<file path="src/rtl/nibble_serial_adder_ctrl_if.sv">
// Command/result bundle for nibble_serial_adder_ctrl: valid/ready command port in, valid/ready result port out.
// The op_sub signal exists only when NSADD_SUB_EN is defined.
interface nibble_serial_adder_ctrl_if #(
    parameter int WIDTH = 16
);
    logic             start_valid;
    logic             start_ready;
    logic [WIDTH-1:0] a;
    logic [WIDTH-1:0] b;
    logic             c_in;
`ifdef NSADD_SUB_EN
    logic             op_sub;
`endif
    logic             result_valid;
    logic             result_ready;
    logic [WIDTH-1:0] sum;
    logic             c_out;
    logic             overflow;
    logic             busy;

    modport slave (
`ifdef NSADD_SUB_EN
        input  op_sub,
`endif
        input  start_valid, a, b, c_in, result_ready,
        output start_ready, result_valid, sum, c_out, overflow, busy
    );

    modport master (
`ifdef NSADD_SUB_EN
        output op_sub,
`endif
        output start_valid, a, b, c_in, result_ready,
        input  start_ready, result_valid, sum, c_out, overflow, busy
    );
endinterface

</file>
<file path="src/rtl/nibble_serial_adder_ctrl.sv">
// WIDTH-bit adder built from one 4-bit slice reused for WIDTH/4 cycles, low nibble first.
// Optional subtraction (op_sub) is enabled by defining NSADD_SUB_EN.
module nibble_serial_adder_ctrl #(
    parameter int WIDTH = 16
) (
    input  logic                        clk,
    input  logic                        rst,
    nibble_serial_adder_ctrl_if.slave   bus
);
    localparam int NIBBLES = WIDTH / 4;
    localparam int IDX_W   = (NIBBLES > 1) ? $clog2(NIBBLES) : 1;
    localparam logic [IDX_W-1:0] IDX_LAST = IDX_W'(NIBBLES - 1);

    typedef enum logic [1:0] {
        ST_IDLE = 2'd0,
        ST_RUN  = 2'd1,
        ST_DONE = 2'd2
    } state_t;

    // Returns {overflow, carry_out, sum[3:0]}; overflow is carry into bit 3 XOR carry out of bit 3.
    function automatic logic [5:0] slice_add(input logic [3:0] x, input logic [3:0] y, input logic ci);
        logic [3:0] low;
        logic [1:0] top;
        low = {1'b0, x[2:0]} + {1'b0, y[2:0]} + {3'b000, ci};
        top = {1'b0, x[3]} + {1'b0, y[3]} + {1'b0, low[3]};
        return {top[1] ^ low[3], top[1], top[0], low[2:0]};
    endfunction

    state_t             state_q, state_d;
    logic [WIDTH-1:0]   a_q, a_d;
    logic [WIDTH-1:0]   b_q, b_d;
    logic               carry_q, carry_d;
    logic [IDX_W-1:0]   idx_q, idx_d;
    logic [WIDTH-1:0]   sum_q, sum_d;
    logic               c_out_q, c_out_d;
    logic               overflow_q, overflow_d;
    logic               start_ready_q, start_ready_d;
    logic               result_valid_q, result_valid_d;
    logic               busy_q, busy_d;
    logic [5:0]         slice_s;

    // Slice operands are picked straight from the captured operands by the nibble index.
    always_comb begin
        slice_s = slice_add(a_q[{idx_q, 2'b00} +: 4], b_q[{idx_q, 2'b00} +: 4], carry_q);
    end

    // Next-state and datapath update for the IDLE/RUN/DONE sequence.
    always_comb begin
        state_d        = state_q;
        a_d            = a_q;
        b_d            = b_q;
        carry_d        = carry_q;
        idx_d          = idx_q;
        sum_d          = sum_q;
        c_out_d        = c_out_q;
        overflow_d     = overflow_q;
        start_ready_d  = start_ready_q;
        result_valid_d = result_valid_q;
        busy_d         = busy_q;
        case (state_q)
            ST_IDLE: begin
                if (bus.start_valid && start_ready_q) begin
                    a_d = bus.a;
`ifdef NSADD_SUB_EN
                    // Subtraction is a + ~b + 1, so c_in is replaced by the forced carry.
                    b_d     = bus.op_sub ? ~bus.b : bus.b;
                    carry_d = bus.op_sub ? 1'b1 : bus.c_in;
`else
                    b_d     = bus.b;
                    carry_d = bus.c_in;
`endif
                    idx_d         = '0;
                    state_d       = ST_RUN;
                    start_ready_d = 1'b0;
                    busy_d        = 1'b1;
                end else begin
                    state_d = ST_IDLE;
                end
            end
            ST_RUN: begin
                sum_d[{idx_q, 2'b00} +: 4] = slice_s[3:0];
                carry_d                    = slice_s[4];
                if (idx_q == IDX_LAST) begin
                    c_out_d        = slice_s[4];
                    overflow_d     = slice_s[5];
                    idx_d          = '0;
                    state_d        = ST_DONE;
                    result_valid_d = 1'b1;
                end else begin
                    idx_d = idx_q + 1'b1;
                end
            end
            ST_DONE: begin
                if (bus.result_ready) begin
                    state_d        = ST_IDLE;
                    result_valid_d = 1'b0;
                    start_ready_d  = 1'b1;
                    busy_d         = 1'b0;
                end else begin
                    state_d = ST_DONE;
                end
            end
            default: begin
                state_d        = ST_IDLE;
                idx_d          = '0;
                start_ready_d  = 1'b1;
                result_valid_d = 1'b0;
                busy_d         = 1'b0;
            end
        endcase
    end

    // State and output registers; reset aborts any operation in flight.
    always_ff @(posedge clk or posedge rst) begin
        if (rst) begin
            state_q        <= ST_IDLE;
            a_q            <= '0;
            b_q            <= '0;
            carry_q        <= 1'b0;
            idx_q          <= '0;
            sum_q          <= '0;
            c_out_q        <= 1'b0;
            overflow_q     <= 1'b0;
            start_ready_q  <= 1'b1;
            result_valid_q <= 1'b0;
            busy_q         <= 1'b0;
        end else begin
            state_q        <= state_d;
            a_q            <= a_d;
            b_q            <= b_d;
            carry_q        <= carry_d;
            idx_q          <= idx_d;
            sum_q          <= sum_d;
            c_out_q        <= c_out_d;
            overflow_q     <= overflow_d;
            start_ready_q  <= start_ready_d;
            result_valid_q <= result_valid_d;
            busy_q         <= busy_d;
        end
    end

    assign bus.start_ready  = start_ready_q;
    assign bus.result_valid = result_valid_q;
    assign bus.sum          = sum_q;
    assign bus.c_out        = c_out_q;
    assign bus.overflow     = overflow_q;
    assign bus.busy         = busy_q;
endmodule
</file>
<file path="src/flat_wrapper.sv">
// flat-port wrapper written by rule: the top's interface ports become plain ports
module nibble_serial_adder_ctrl_flat 
#(
    parameter int WIDTH = 16
)
  (clk, rst, bus_start_valid, bus_a, bus_b, bus_c_in, bus_result_ready, bus_start_ready, bus_result_valid, bus_sum, bus_c_out, bus_overflow, bus_busy);
  nibble_serial_adder_ctrl_if #(.WIDTH(WIDTH)) bus_i ();
  input  logic clk;
  input  logic rst;
  input wire logic [$bits(bus_i.start_valid)-1:0] bus_start_valid;
  input wire logic [$bits(bus_i.a)-1:0] bus_a;
  input wire logic [$bits(bus_i.b)-1:0] bus_b;
  input wire logic [$bits(bus_i.c_in)-1:0] bus_c_in;
  input wire logic [$bits(bus_i.result_ready)-1:0] bus_result_ready;
  output wire logic [$bits(bus_i.start_ready)-1:0] bus_start_ready;
  output wire logic [$bits(bus_i.result_valid)-1:0] bus_result_valid;
  output wire logic [$bits(bus_i.sum)-1:0] bus_sum;
  output wire logic [$bits(bus_i.c_out)-1:0] bus_c_out;
  output wire logic [$bits(bus_i.overflow)-1:0] bus_overflow;
  output wire logic [$bits(bus_i.busy)-1:0] bus_busy;
  assign bus_i.start_valid = bus_start_valid;
  assign bus_i.a = bus_a;
  assign bus_i.b = bus_b;
  assign bus_i.c_in = bus_c_in;
  assign bus_i.result_ready = bus_result_ready;
  assign bus_start_ready = bus_i.start_ready;
  assign bus_result_valid = bus_i.result_valid;
  assign bus_sum = bus_i.sum;
  assign bus_c_out = bus_i.c_out;
  assign bus_overflow = bus_i.overflow;
  assign bus_busy = bus_i.busy;
  nibble_serial_adder_ctrl #(.WIDTH(WIDTH)) u_core (.clk(clk), .rst(rst), .bus(bus_i));
endmodule
</file>
<file path="config.mk">
export PLATFORM = sky130hd
export DESIGN_NAME = nibble_serial_adder_ctrl_flat
export DESIGN_NICKNAME = d
export VERILOG_FILES = /design/src/rtl/nibble_serial_adder_ctrl_if.sv /design/src/rtl/nibble_serial_adder_ctrl.sv /design/src/flat_wrapper.sv
export SDC_FILE = /design/constraint.sdc
export NUM_CORES = 1
export LEC_CHECK = 0
export BUFFER_PORTS_ARGS = -buffer_cell sky130_fd_sc_hd__buf_2
export CORE_MARGIN = 1
export CORE_UTILIZATION = 25
export CTS_CLUSTER_SIZE = 30
export DETAILED_ROUTE_END_ITERATION = 7
export MAX_ROUTING_LAYER = met4
export PLACE_DENSITY = 0.43
export SETUP_SLACK_MARGIN = 0.1
export SLEW_MARGIN = 15
export SYNTH_ARGS = -nofsm -noshare
export SYNTH_HDL_FRONTEND = slang
export SYNTH_SLANG_ARGS = --single-unit
</file>
<file path="constraint.sdc">
create_clock -name clk -period 7.4 [get_ports clk]
set_input_delay 1.48 -clock clk [delete_from_list [all_inputs] [get_ports clk]]
set_output_delay 1.48 -clock clk [all_outputs]
set_load 0.01 [all_outputs]
</file>
==> impl_metrics.yaml <==
status:
  status: "finished clean"
place:
  pre_cts_ws_ns: 4.30
  dpl_cell_area_um2: 3090
  dpl.hpwl_um: 4270
  gp_congestion: 0.719
  port_buffers: 57
drt:
  drt-vias-per-instance: 4.48
  dr.pass1.iters: 4
  drc_errors: 0
  drt-total-wl_um: 6110
  ant_nets: 0
  num_vias: 1756
  drt_iter0_drc: 47
  wl_per_cell_um: 15.6
sta:
  fin_hold_ws_ns: 0.476
  maxSlewViolCount: 0
  setup-tns-final_ns: 0
  finalCriticalPeriod_ns: 3.07
  rsz0062_at_grt: "no"
  tightest_slew_ns: 0.777
  fmax_mhz: 326
  finalHoldViolCount: 0
  fin_skew_ns: 0.00692
  setup_violations: 0
  period_share: 0.414
  slew_headroom: 0.482
  fin_ws_ns: 4.33
die:
  die_h_um: 106
  fp.coreArea_um2: 10400
  die_w_um: 106
  initial_core_util: 0.259
  pin_count: 58
  die_area_um2: 11200
  rows: 37
synthesis:
  postSynthCellCount: 189
  yosys-top-cells-count: "dfrtp_1, mux2_2, a22o_1"
  synth_top_flop_cell: "dfrtp_1"
  async_reset_ff_frac: 1.00
  synth_edf_count: 0
  yosysWarnings: 0
  synthesis.area_um2: 2690
  synth_area_leaders: "dfrtp_1, mux2_2, mux4_2, a22o_1, ha_1"
  ys_seq_elements: 58
  yosysTopAreaCellShare: 0.530
  synth_cell_types: 30
  synth_nets: 237
  synth.most_common_cell: "dfrtp_1"
  synth_area_leader_cell: "dfrtp_1"
  syn_avg_cell_area_um2: 14.2
  ys_seq_area_frac: 0.540
worst_setup_path:
  crit_type: "reg -> reg"
  required_ns: 7.62
  critPathLaunchType: "flip-flop"
  cp.arrival_ns: 3.29
  crit_path_end_kind: "flip-flop"
  path_max_fanout: 16
cells_and_area:
  final_nets: 299
  syn_to_final_growth_pct: 21.4
  drive_above_1_share: 0.459
  final_area_um2: 3260
  multiInputGateArea_um2: 1120
  seqCellArea_um2: 1450
  fillers: 1083
cts:
  clkTransAtPathRegs_ns: 0.07
  clk_latency_ns: 0.34
  cts_resized: 0
  cts_buffers: 9
  cts_num_sinks: 58
  postCtsHoldBufs: 0
  htreeDepth: 3
  clock-root-buffer: "clkbuf_8"
  post_cts_buffers: 0
  ctsLongestPathBuffers: 2
  cts_tree: "done"
global_routing:
  grt_pass1_vias: 1774
  grt-ovfl-total: 0
  grt_use_total: 0.122
  antenna_found_initial: 1
  grt_pass1_wl_um: 9970
  grt_max_degree: 59
power_and_ir_drop:
  power.density_nw_per_um2: 438
  ir_drop_mv: 0.132
  leakagePower_nw: 1.56
job:
  max-cap-violations: 0
worst_hold_path:
  min_path_type: "reg -> reg"
layout make-up:
type | instances | share of cell area
well taps | 136 | 0.0521
repair buffers | 59 | 0.0920
flip-flops and latches | 58 | 0.445
diodes | 1 | 0.000767
clock inverters | 3 | 0.00460
clock buffers | 12 | 0.0475
inverters | 12 | 0.0138
multi-input cells | 111 | 0.344
placed cells by master (no fill, tap or decap):
cell type / instances
buf_4: 2
mux2_2: 33
and4bb_1: 1
ha_1: 8
nor3b_1: 2
xor2_1: 1
o21ai_0: 2
a21o_1: 1
nor4bb_1: 1
a22o_1: 16
o31ai_1: 2
nand2_1: 9
clkinv_2: 3
xnor2_1: 1
inv_1: 11
nand3_1: 1
clkbuf_8: 11
a21oi_1: 5
a31oi_1: 1
nor3_1: 1
or3b_2: 1
dfrtp_1: 57
fa_1: 3
and4b_1: 2
dfstp_2: 1
diode_2: 1
and2b_1: 1
buf_2: 57
nand3b_1: 5
nor2_1: 4
mux4_2: 8
inv_2: 1
a221o_1: 2
clkbuf_1: 1
sequential cells by signal, summed over array words and instances, names as in the netlist:
| name | cells |
|---|---|
| u_core.bus.result_valid | 1 |
| u_core.bus.overflow | 1 |
| u_core.bus.busy | 1 |
| u_core.bus.sum | 16 |
| u_core.state_q | 2 |
| u_core.carry_q | 1 |
| u_core.idx_q | 2 |
| u_core.b_q | 16 |
| u_core.bus.c_out | 1 |
| u_core.a_q | 16 |
| u_core.bus.start_ready | 1 |
report_power, final:
| group | internal (W) | total [W] | switching, W |
|---|---|---|---|
| logic | 0.000301 | 0.000609 | 0.000308 |
| clock network | 0.000136 | 0.000261 | 0.000125 |
| registers | 0.000450 | 0.000560 | 0.000110 |
| total | 0.000887 | 0.00143 | 0.000542 |
worst paths after layout:
| kind | cells after the start | from | slack (ns) | end |
|---|---|---|---|---|
| setup / recovery | 8 | u_core.idx_q[0] | 4.33 | u_core.bus.overflow |
| hold / removal | 2 | u_core.bus.sum[14] | 0.48 | u_core.bus.sum[14] |
| setup reg to reg | 8 | u_core.idx_q[0] | 4.33 | u_core.bus.overflow |
| hold reg to reg | 2 | u_core.bus.sum[14] | 0.48 | u_core.bus.sum[14] |
| max in group asynchronous | 3 | rst | 5.53 | u_core.bus.overflow |
| min in group asynchronous | 3 | rst | 1.36 | u_core.bus.sum[10] |
stage by stage:
step           total power (W)  utilization  instances
3_5_place_dp           0.00119        0.298        376
4_1_cts                0.00146        0.315        391
6_report               0.00143        0.315        392
5_1_grt                0.00155        0.315        392
2_1_floorplan         0.000980            -        189
3_3_place_gp           0.00119        0.298        376
layer usage:
layer	vias up	track usage	wire, µm
li1	821	-	-
met1	879	0.158	2910
met4	0	0.0506	87
met3	9	0.0377	337
met2	47	0.177	2770
met5	-	-	0
cell families after synthesis:
logic type                 count (synthesis)  share of synthesized area
adders and majority gates                 11                     0.0596
DFF                                       58                      0.540
AOI/OAI and AO/OA                         29                     0.0833
and+or+nand+nor                           28                     0.0633
xor gates and xnor gates                   2                    0.00652
buffers and inverters                     20                     0.0419
muxes                                     41                      0.205
worst max-delay path: stages, from the launching register on:
cell and delay (ns):
dfrtp_1 0.82, mux4_2 0.60, ha_1 0.37, a21oi_1 0.18, nand2_1 0.12, fa_1 0.48, inv_1 0.08, nor4bb_1 0.04
a221o_1 0.26
Note: power is estimated with default switching activity, not from simulation.
